## config.mk

```make
export PLATFORM = sky130hd
export DESIGN_NAME = run_supervisor
export DESIGN_NICKNAME = d
export VERILOG_FILES = /design/src/rtl/run_supervisor.sv
export SDC_FILE = /design/constraint.sdc
export NUM_CORES = 1
export LEC_CHECK = 0
export BUFFER_PORTS_ARGS = -buffer_cell sky130_fd_sc_hd__buf_2
export CAP_MARGIN = 15
export CORE_ASPECT_RATIO = 0.9
export CORE_MARGIN = 2
export CORE_UTILIZATION = 39
export DETAILED_ROUTE_END_ITERATION = 8
export SYNTH_ARGS = -nofsm -noshare
export SYNTH_HDL_FRONTEND = slang
export SYNTH_SLANG_ARGS = --single-unit
```

## constraint.sdc

```tcl
create_clock -name clk -period 2.7 [get_ports clk]
set_clock_uncertainty 0.1 [all_clocks]
set_input_delay 0.135 -clock clk [delete_from_list [all_inputs] [get_ports clk]]
set_output_delay 0.135 -clock clk [all_outputs]
set_load 0.05 [all_outputs]
```

## src/rtl/run_supervisor.sv

```systemverilog
// Run supervisor for a Processor instance. It holds the core in reset after a start request
// and counts RUN cycles and retired instructions. A run ends on a halt, which is either a
// branch-to-self loop or a match on a programmed PC, or on a cycle timeout.
module run_supervisor #(
    parameter int unsigned PC_WIDTH       = 32,
    parameter int unsigned CNT_WIDTH      = 32,
    parameter int unsigned RESET_CYCLES   = 2,
    parameter int unsigned TIMEOUT_CYCLES = 100000,
    parameter int unsigned HALT_REPEAT    = 4
) (
    input  logic                 clk,
    input  logic                 nrst,
    input  logic                 start,
    input  logic                 halt_mode,
    input  logic [PC_WIDTH-1:0]  halt_pc,
    input  logic [PC_WIDTH-1:0]  pc,
    input  logic                 pc_valid,
    output logic                 core_nrst,
    output logic                 busy,
    output logic                 done,
    output logic                 timed_out,
    output logic [CNT_WIDTH-1:0] cycle_count,
    output logic [CNT_WIDTH-1:0] instr_count
);

    localparam int unsigned RepW = $clog2(HALT_REPEAT + 1);
    localparam int unsigned RstW = (RESET_CYCLES > 1) ? $clog2(RESET_CYCLES) : 1;

    localparam logic [RepW-1:0]      RepHalt = RepW'(HALT_REPEAT);
    localparam logic [RstW-1:0]      RstLast = RstW'(RESET_CYCLES - 1);
    localparam logic [CNT_WIDTH-1:0] CntLast = CNT_WIDTH'(TIMEOUT_CYCLES - 1);
    localparam logic [CNT_WIDTH-1:0] CntMax  = '1;

    typedef enum logic [2:0] {
        StIdle,
        StReset,
        StRun,
        StDone,
        StTimeout
    } state_e;

    state_e               state_q;
    logic                 core_nrst_q;
    logic                 busy_q;
    logic                 done_q;
    logic                 timed_out_q;
    logic [CNT_WIDTH-1:0] cycle_count_q;
    logic [CNT_WIDTH-1:0] instr_count_q;
    logic [RepW-1:0]      rep_q;
    logic [PC_WIDTH-1:0]  prev_pc_q;
    logic                 mode_q;
    logic [PC_WIDTH-1:0]  halt_pc_q;
    logic [RstW-1:0]      rst_cnt_q;

    logic [CNT_WIDTH-1:0] cycle_count_d;
    logic [CNT_WIDTH-1:0] instr_count_d;
    logic [RepW-1:0]      rep_d;
    logic [PC_WIDTH-1:0]  prev_pc_d;
    logic                 halt_hit;
    logic                 timeout_hit;

    // Saturating counts and halt/timeout detection for the current RUN cycle
    always_comb begin
        cycle_count_d = (cycle_count_q == CntMax) ? cycle_count_q
                                                  : cycle_count_q + CNT_WIDTH'(1);
        instr_count_d = (instr_count_q == CntMax) ? instr_count_q
                                                  : instr_count_q + CNT_WIDTH'(1);
        rep_d     = rep_q;
        prev_pc_d = prev_pc_q;
        if (pc_valid) begin
            // rep_q == 0 means no valid PC seen yet this run, so prev_pc_q is meaningless
            if ((rep_q != '0) && (pc == prev_pc_q)) begin
                rep_d = rep_q + RepW'(1);
            end else begin
                rep_d     = RepW'(1);
                prev_pc_d = pc;
            end
        end
        halt_hit    = pc_valid && (mode_q ? (pc == halt_pc_q) : (rep_d == RepHalt));
        timeout_hit = (cycle_count_q == CntLast);
    end

    // Run sequencing FSM with registered outputs
    always_ff @(posedge clk or negedge nrst) begin
        if (!nrst) begin
            state_q       <= StIdle;
            core_nrst_q   <= 1'b0;
            busy_q        <= 1'b0;
            done_q        <= 1'b0;
            timed_out_q   <= 1'b0;
            cycle_count_q <= '0;
            instr_count_q <= '0;
            rep_q         <= '0;
            prev_pc_q     <= '0;
            mode_q        <= 1'b0;
            halt_pc_q     <= '0;
            rst_cnt_q     <= '0;
        end else begin
            unique case (state_q)
                StIdle, StDone, StTimeout: begin
                    if (start) begin
                        state_q       <= StReset;
                        core_nrst_q   <= 1'b0;
                        busy_q        <= 1'b1;
                        done_q        <= 1'b0;
                        timed_out_q   <= 1'b0;
                        cycle_count_q <= '0;
                        instr_count_q <= '0;
                        rep_q         <= '0;
                        prev_pc_q     <= '0;
                        mode_q        <= halt_mode;
                        halt_pc_q     <= halt_pc;
                        rst_cnt_q     <= '0;
                    end
                end
                StReset: begin
                    if (rst_cnt_q == RstLast) begin
                        state_q     <= StRun;
                        core_nrst_q <= 1'b1;
                    end else begin
                        rst_cnt_q <= rst_cnt_q + RstW'(1);
                    end
                end
                StRun: begin
                    cycle_count_q <= cycle_count_d;
                    if (pc_valid) begin
                        instr_count_q <= instr_count_d;
                    end
                    if (!mode_q) begin
                        rep_q     <= rep_d;
                        prev_pc_q <= prev_pc_d;
                    end
                    // Halt wins over a timeout landing on the same cycle
                    if (halt_hit) begin
                        state_q <= StDone;
                        busy_q  <= 1'b0;
                        done_q  <= 1'b1;
                    end else if (timeout_hit) begin
                        state_q     <= StTimeout;
                        busy_q      <= 1'b0;
                        timed_out_q <= 1'b1;
                    end
                end
                default: begin
                    state_q <= StIdle;
                end
            endcase
        end
    end

    assign core_nrst   = core_nrst_q;
    assign busy        = busy_q;
    assign done        = done_q;
    assign timed_out   = timed_out_q;
    assign cycle_count = cycle_count_q;
    assign instr_count = instr_count_q;

endmodule

```

After elaboration in Yosys (flattened, before gate mapping):

Index checks and enable logic that the tools add are counted.

* add/sub/neg operators: 4
* $mul: 0
* div/mod/pow operators: 0
* order comparisons: 0
* eq/ne operators: 21
* shift-type cells: 0
* multiplexer cells: 35
* bitwise operators: 0
* reductions and logical operators: 18

Operator list (count)
* $mux W32: 7
* $pmux W32 S2: 3
* $add A32 B1 Y32 const B: 2
* $eq A32 B32 Y1: 2
* $eq A32 B32 Y1 const B: 2
* $eq A32 B17 Y1 const B: 1
* $mux W3: 8
* $ne A2 B2 Y1 const B: 10
* $reduce_and A3 Y1: 6
* $mux W1: 10
* $pmux W1 S2: 5
* $pmux W3 S3: 1
* $reduce_and A4 Y1: 2
* $eq A3 B2 Y1 const B: 2
* $eq A3 B3 Y1 const B: 2
* $pmux W3 S2: 1
* $reduce_and A5 Y1: 1
* $reduce_and A2 Y1: 2
* $reduce_bool A2 Y1: 2
* $add A3 B1 Y3 const B: 1
* $eq A3 B1 Y1 const B: 1
* $logic_not A3 Y1: 1
* $ne A3 B3 Y1 const B: 1
* $reduce_bool A3 Y1: 1
* other kinds (3): 4

* flip-flop bits (word level): 140
* bits in latches: 0
* bits in writable memories: 0
* ROM bits: 0
* input port bits: 69
* output and inout port bits: 68
* word-level logic and storage cells: 90
* memories: 0

Depth between registers and ports, before layout:

Gate-level depths: netlist of run 1.

* depth after elaboration: 9
* mapped depth: 9
* depth with buffers taken out: 8

Worst setup path after synthesis of run 1:

Ideal clock, no wire load.

* path kind: register to register
* from: register cycle_count_q[8], in the netlist cycle_count[8]
* to: register cycle_count_q[13], in the netlist cycle_count[13]
* library setup time: 0.132 ns
* data arrival time: 2.234 ns
* data required time: 2.468 ns
* path slack: 0.235 ns
* stages on the path, launching flop included: 8
* path buffers: 1
* period minus slack after synthesis: 2.465 ns
* cell sequence: dfrtp_1 nand4_1 or4_1 nor4_4 buf_6 nor4_1 xnor2_1 nor2_1

* word-level cells in the longest chain between the ends: 3
* elaborated cells between the ends (all ways): 6
* those cells by class: 1 x add/sub; 2 x eq/ne; 2 x mux; 1 x reduce/logical

Ends and longest elaborated chain
* start, declared: line 47 `logic [CNT_WIDTH-1:0] cycle_count_q;`
* start signal, assigned: line 125 `cycle_count_q <= cycle_count_d;`
* $add A32 B1 Y32 / $eq A32 B32 Y1 (equally long branches): line 65, 64
* $mux W32 / $ne A2 B2 Y1 (equally long branches)
* $pmux W32 S2 / $reduce_and A3 Y1 (equally long branches)

Parallel ways exist; a longest one is shown, timed or not. The select of a mux whose other input is x is not followed.
A chain may end at the register's enable or synchronous reset.

Worst setup path in the final report of run 1:

* from: register cycle_count_q[7], in the netlist cycle_count[7]
* to: register cycle_count_q[10], in the netlist cycle_count[10]

The elaborated chain is that of the path after synthesis.

==> flow_metrics.env, run 1 <==
export IMPL_n_fill_cell=1755
export IMPL_drc_errors=0
export IMPL_grt_pass1_vias=6239
export IMPL_netlist_area_sq_um=7460
export IMPL_synth_top_family_by_area="simple AND/OR/NAND/NOR gates"
export IMPL_maxCapViolCount=0
export IMPL_min_period_ns=2.41
export IMPL_fin_crit_sh=0.891
export IMPL_crit_buf_inv=1
export IMPL_root_buffer="clkbuf_16"
export IMPL_relSlewSlack=0.582
export IMPL_routed_wl_mm=19.9
export IMPL_cts_resized=0
export IMPL_crit_path_start_kind="flop"
export IMPL_final_common_cell="nand2_1"
export IMPL_ys_seq_elements=140
export IMPL_core_sq_um=18600
export IMPL_rsz0062_at_grt="false"
export IMPL_synthesis_nets=858
export IMPL_cp_data_required_time_ns=2.89
export IMPL_post_cts_buffers=0
export IMPL_grt_pass1_wl_mm=32.4
export IMPL_cts_hold_buf=68
export IMPL_grt_max_degree=62
export IMPL_grt_usage=0.204
export IMPL_status="finished, final reports clean"
export IMPL_arrival_ns=2.59
export IMPL_tns_ns=0
export IMPL_synthCells=785
export IMPL_drt_wirelength_per_cell_um=15.9
export IMPL_synth_compound_area_frac=0.0826
export IMPL_max_freq_mhz=416
export IMPL_path_clk_slew_ns=0.06
export IMPL_total_power_mw=8.25
export IMPL_cts_htree_levels=4
export IMPL_place_hpwl_mm=13.8
export IMPL_ioPinCount=137
export IMPL_final_nets=1067
export IMPL_critPathKind="reg -> reg"
export IMPL_rows=47
export IMPL_overflow=0
export IMPL_drt_iter0_drc=384
export IMPL_critPathMaxStageDelay_ns=0.57
export IMPL_synth_area_mux_share=0.00403
export IMPL_vdd_drop_max_uv=604
export IMPL_dieArea_sq_um=20200
export IMPL_first_pass_iters=5
export IMPL_final_max_slew_viol_count=0
export IMPL_initial_core_util=0.401
export IMPL_postSynthAreaPerCell_sq_um=9.50
export IMPL_die_w_um=150
export IMPL_diodes=0
export IMPL_synth_seq_area_share=0.470
export IMPL_final_cells=1251
export IMPL_ys_warn_count=0
export IMPL_via_count=6510
export IMPL_antenna_found_initial=0
export IMPL_synthSimpleGateAreaFrac=0.273
export IMPL_synth_async_reset_ratio=1.00
export IMPL_clockBufferDepth=2
export IMPL_worst_path_max_fanout=9
export IMPL_synth_ff_type="dfrtp_1"
export IMPL_dp_cells=1152
export IMPL_die_h_um=135
export IMPL_clk_latency_ns=0.42
export IMPL_viasPerCell=5.20
export IMPL_worst_slew_pin_slew_ns=0.621
export IMPL_synthAdderAreaFrac=0.00671
export IMPL_power_density_nw_per_um2=845
export IMPL_min_path_type="in -> async"
export IMPL_slowest_stage="or4_1"
export IMPL_synth_xor_area_frac=0.136
export IMPL_path_cells="nand4_1 > or4_1 > nor4_4 > buf_4 > nor4b_1 > xnor2_1 > nor2_1"
export IMPL_setup_viol=0
export IMPL_io_buffers=136
export IMPL_p_leak_nw=4.63
export IMPL_synth_edff_count=0
export IMPL_ys_types=55
export IMPL_cts_sinks=140
export IMPL_cts_made_buffers=17
export IMPL_critPathTopFamily="simple AND/OR/NAND/NOR gates"
export IMPL_critPathCaptureType="flop"
export IMPL_layout_drive_gt1_share=0.204
export IMPL_syn_to_final_growth_pct=30.9
export IMPL_cts_tree="built"
export IMPL_ant_nets=0
export IMPL_routabilityCongestion=0.881
export IMPL_hold_viol_final=0
export IMPL_layout_common_cells="nand2_1 (143), dfrtp_1 (140), buf_2 (135)"
## kinds of logic after synthesis
kind of cell | after synthesis
DFF | 140
muxes | 3
adders and majority gates | 4
buffers and inverters | 41
AOI/OAI and AO/OA | 80
and+or+nand+nor | 401
xor gates and xnor gates | 116
## area by class of cell
| cell class | instances | area [sq um] | area share |
|---|---|---|---|
| clock buffers | 20 | 447 | 0.0458 |
| clock inverters | 11 | 169 | 0.0173 |
| inverters | 9 | 33.8 | 0.00346 |
| multi-input cells | 604 | 3760 | 0.385 |
| flip-flops and latches | 140 | 3500 | 0.359 |
| well taps | 245 | 307 | 0.0314 |
| repair buffers | 222 | 1540 | 0.158 |
## flip-flops by register name (all words and copies together), names as in the netlist
register     flops
core_nrst        1
halt_pc_q       32
timed_out        1
mode_q           1
prev_pc_q       32
cycle_count     32
rep_q            3
busy             1
done             1
state_q          3
rst_cnt_q        1
instr_count     32
## worst paths after layout
path | from | slack (ns) | endpoint | cells after the start
worst max-delay path | cycle_count[7] | 0.29 | cycle_count[10] | 7
worst max register to register | cycle_count[7] | 0.29 | cycle_count[10] | 7
max in group asynchronous | nrst | 1.56 | halt_pc_q[13] | 3
worst min-delay path | nrst | 0.16 | cycle_count[23] | 2
min in group clk | halt_pc[22] | 0.34 | halt_pc_q[22] | 4
worst min register to register | done | 0.38 | done | 2
## cell usage after synthesis (5+ instances only)
cell,n,area (sq um)
a21oi_1,11,55.1
a22o_1,32,280
and3_1,11,68.8
and4_1,8,70.1
buf_2,11,55.1
buf_6,5,56.3
clkbuf_1,15,56.3
dfrtp_1,140,3500
inv_1,9,33.8
nand2_1,143,537
nand2b_1,5,31.3
nand3_1,26,130
nand4_1,23,144
nand4b_1,6,52.6
nor2_1,72,270
nor3_1,23,115
nor3b_1,5,37.5
nor4_1,35,219
nor4b_1,8,70.1
o21ai_0,17,85.1
or3_1,12,75.1
or4_1,5,37.5
xnor2_1,43,377
xor2_1,73,639
## metal layers
metal | track usage | up-vias | wire (um)
met2 | 0.319 | 187 | 9290
met5 | 0 | - | 0
met4 | 0.0660 | 0 | 285
li1 | - | 3174 | -
met3 | 0.0407 | 19 | 943
met1 | 0.286 | 3130 | 9430
## power breakdown
part	total, mW	internal [mW]	switching, mW
Sequential	2.99	2.59	0.394
Combinational	2.81	1.02	1.79
Clock	2.45	1.56	0.885
Total	8.25	5.18	3.07
## worst reg2reg max path: cells and delay by family (launching register included)
kind / cells / cell delay [ns]
xor gates and xnor gates: 1 / 0.15
DFF: 1 / 0.43
buffers and inverters: 1 / 0.25
and+or+nand+nor: 5 / 1.35
## metrics by stage
step	utilization	setup WS, ns	hold slack, ns	instance area [sq um]
2_1_floorplan	-	0.235	-0.261	7460
3_3_place_gp	0.455	0.354	0.0468	8460
3_5_place_dp	0.455	0.344	0.0496	8460
4_1_cts	0.525	0.328	0.167	9760
5_1_grt	0.525	0.127	0.199	9760
6_report	0.525	0.294	0.156	9760
Power figures use the tool's default switching activity.
==> run 2: changes to the inputs <==
Settings changed: CELL_PAD_IN_SITES_DETAIL_PLACEMENT set to 1, CELL_PAD_IN_SITES_GLOBAL_PLACEMENT set to 1, CTS_CLUSTER_DIAMETER set to 60, PLACE_DENSITY set to 0.82.
==> run 2 against run 1 <==
Utilization down 0.067 points; design area down 0.13%; die area unchanged; hold slack worse by 0.010 ns; routed wire length up 19%; count of clock-buffer cells in the layout down 1; critical path depth down 1; global-route usage up 4.1 points; largest cell class unchanged; largest power group unchanged.
==> flow_metrics.env, run 2 (synthesized netlist as in run 1, its figures left out) <==
export IMPL_max_freq_mhz=409
export IMPL_diodes=0
export IMPL_layout_common_cells="nand2_1 (143), dfrtp_1 (140), buf_2 (135)"
export IMPL_post_cts_buffers=0
export IMPL_fin_crit_sh=0.905
export IMPL_critPathKind="reg -> reg"
export IMPL_crit_buf_inv=0
export IMPL_p_comb_frac=0.362
export IMPL_p_int_mw=5.00
export IMPL_rsz0062_at_grt="false"
export IMPL_setup_viol=0
export IMPL_relSlewSlack=0.586
export IMPL_r2r_cells=6
export IMPL_swShare=0.398
export IMPL_cts_sinks=140
export IMPL_final_cells=1253
export IMPL_dieArea_sq_um=20200
export IMPL_r2r_setup_slack_ns=0.26
export IMPL_final_max_slew_viol_count=0
export IMPL_dp_cells=1153
export IMPL_grt_usage=0.245
export IMPL_cp_depth=6
export IMPL_drc_errors=0
export IMPL_die_w_um=150
export IMPL_final_common_cell="nand2_1"
export IMPL_power_share_clock=0.273
export IMPL_io_buffers=136
export IMPL_critPathMaxStageDelay_ns=0.46
export IMPL_drt_wirelength_per_cell_um=19.0
export IMPL_die_h_um=135
export IMPL_p_leak_nw=4.61
export IMPL_root_buffer="clkbuf_16"
export IMPL_place_hpwl_mm=16.0
export IMPL_critPathCaptureType="flop"
export IMPL_path_clk_slew_ns=0.06
export IMPL_path_cells="xor2_1 > nor4_1 > nand2_1 > nor4_1 > a32oi_1 > a221o_1"
export IMPL_arrival_ns=2.65
export IMPL_overflow=0
export IMPL_critPathTopFamily="simple AND/OR/NAND/NOR gates"
export IMPL_ant_nets=0
export IMPL_clk_latency_ns=0.43
export IMPL_power_density_nw_per_um2=852
export IMPL_first_pass_iters=5
export IMPL_min_path_type="in -> async"
export IMPL_cts_htree_levels=4
export IMPL_worst_slew_pin_slew_ns=0.620
export IMPL_vdd_drop_max_uv=470
export IMPL_layout_drive_gt1_share=0.207
export IMPL_drt_iter0_drc=304
export IMPL_routabilityCongestion=0.918
export IMPL_tns_ns=0
export IMPL_clockBufferDepth=2
export IMPL_initial_core_util=0.401
export IMPL_final_nets=1068
export IMPL_pwr_share_seq=0.365
export IMPL_cts_tree="built"
export IMPL_cp_data_required_time_ns=2.91
export IMPL_crit_path_start_kind="flop"
export IMPL_antenna_found_initial=0
export IMPL_rr_endpoint="busy"
export IMPL_syn_to_final_growth_pct=30.7
export IMPL_routed_wl_mm=23.8
export IMPL_status="finished, final reports clean"
export IMPL_rows=47
export IMPL_cpMostUsedCell="nor4_1"
export IMPL_via_count=6815
export IMPL_worst_path_max_fanout=4
export IMPL_grt_max_degree=60
export IMPL_core_sq_um=18600
export IMPL_p_switching_mw=3.31
export IMPL_startpoint="halt_pc_q[6]"
export IMPL_critPathCapture="busy"
export IMPL_hold_viol_final=0
export IMPL_final_core_utilization=0.525
export IMPL_maxCapViolCount=0
export IMPL_viasPerCell=5.44
export IMPL_timing_rr_start="halt_pc_q[6]"
export IMPL_grt_pass1_wl_mm=38.8
export IMPL_grt_pass1_vias=7278
export IMPL_slowest_stage="nor4_1"
export IMPL_min_period_ns=2.44
export IMPL_cts_made_buffers=17
export IMPL_ioPinCount=137
run 2: cell types whose count changed in the layout (fill, tap and decap cells not counted):
cell	before	now
bufinv_16	4	1
buf_4	15	14
clkinvlp_4	1	5
clkinv_4	3	2
clkbuf_1	2	0
inv_6	0	2
clkbuf_8	1	2
buf_12	3	5
run 2: worst min-delay path by stage:
stage,cells after the start,endpoint,start,slack (ns)
detailed placement,1,cycle_count[20],nrst,0.06
global placement,1,cycle_count[19],nrst,0.05
CTS,2,cycle_count[20],nrst,0.17
global route,2,cycle_count[20],nrst,0.19
finish,2,cycle_count[20],nrst,0.15
floorplan,0,busy,nrst,-0.26
run 2: routing by layer:
metal | up-vias | track usage | share of wire
li1 | 3173 | - | -
met1 | 3431 | 0.316 | 0.44
met2 | 182 | 0.424 | 0.51
met3 | 29 | 0.0461 | 0.041
met4 | 0 | 0.0613 | 0.015
met5 | - | 0 | 0
run 2: what timing repair did:
| action | 4_1_cts | 5_1_grt |
|---|---|---|
| hold buffers | 68 | 0 |
| hold endpoints to repair | 125 | 0 |
| gates resized for setup | 0 | 0 |
run 2: final cells by class:
| type | count | area [sq um] |
|---|---|---|
| well taps | 245 | 307 |
| repair buffers | 223 | 1570 |
| inverters | 9 | 33.8 |
| fillers | 2166 | 8830 |
| flip-flops and latches | 140 | 3500 |
| multi-input cells | 604 | 3760 |
| clock buffers | 19 | 453 |
| clock inverters | 13 | 118 |
run 2: stage by stage:
step,power [mW],hold WS [ns],area [sq um],setup slack (ns)
5_1_grt,8.81,0.191,9750,0.0614
2_1_floorplan,4.94,-0.261,7460,0.235
3_3_place_gp,5.83,0.0506,8500,0.396
3_5_place_dp,5.94,0.0557,8500,0.279
6_report,8.31,0.146,9750,0.256
4_1_cts,8.34,0.170,9750,0.253
run 2: power by group through the flow:
| stage | logic [mW] | registers [mW] | clock network [mW] |
|---|---|---|---|
| 3_5_place_dp | 2.88 | 3.06 | 0 |
| 3_3_place_gp | 2.81 | 3.02 | 0 |
| 2_1_floorplan | 1.89 | 3.05 | 0 |
| 5_1_grt | 3.32 | 3.09 | 2.40 |
| 4_1_cts | 2.99 | 3.03 | 2.32 |
| 6_report | 3.01 | 3.03 | 2.27 |
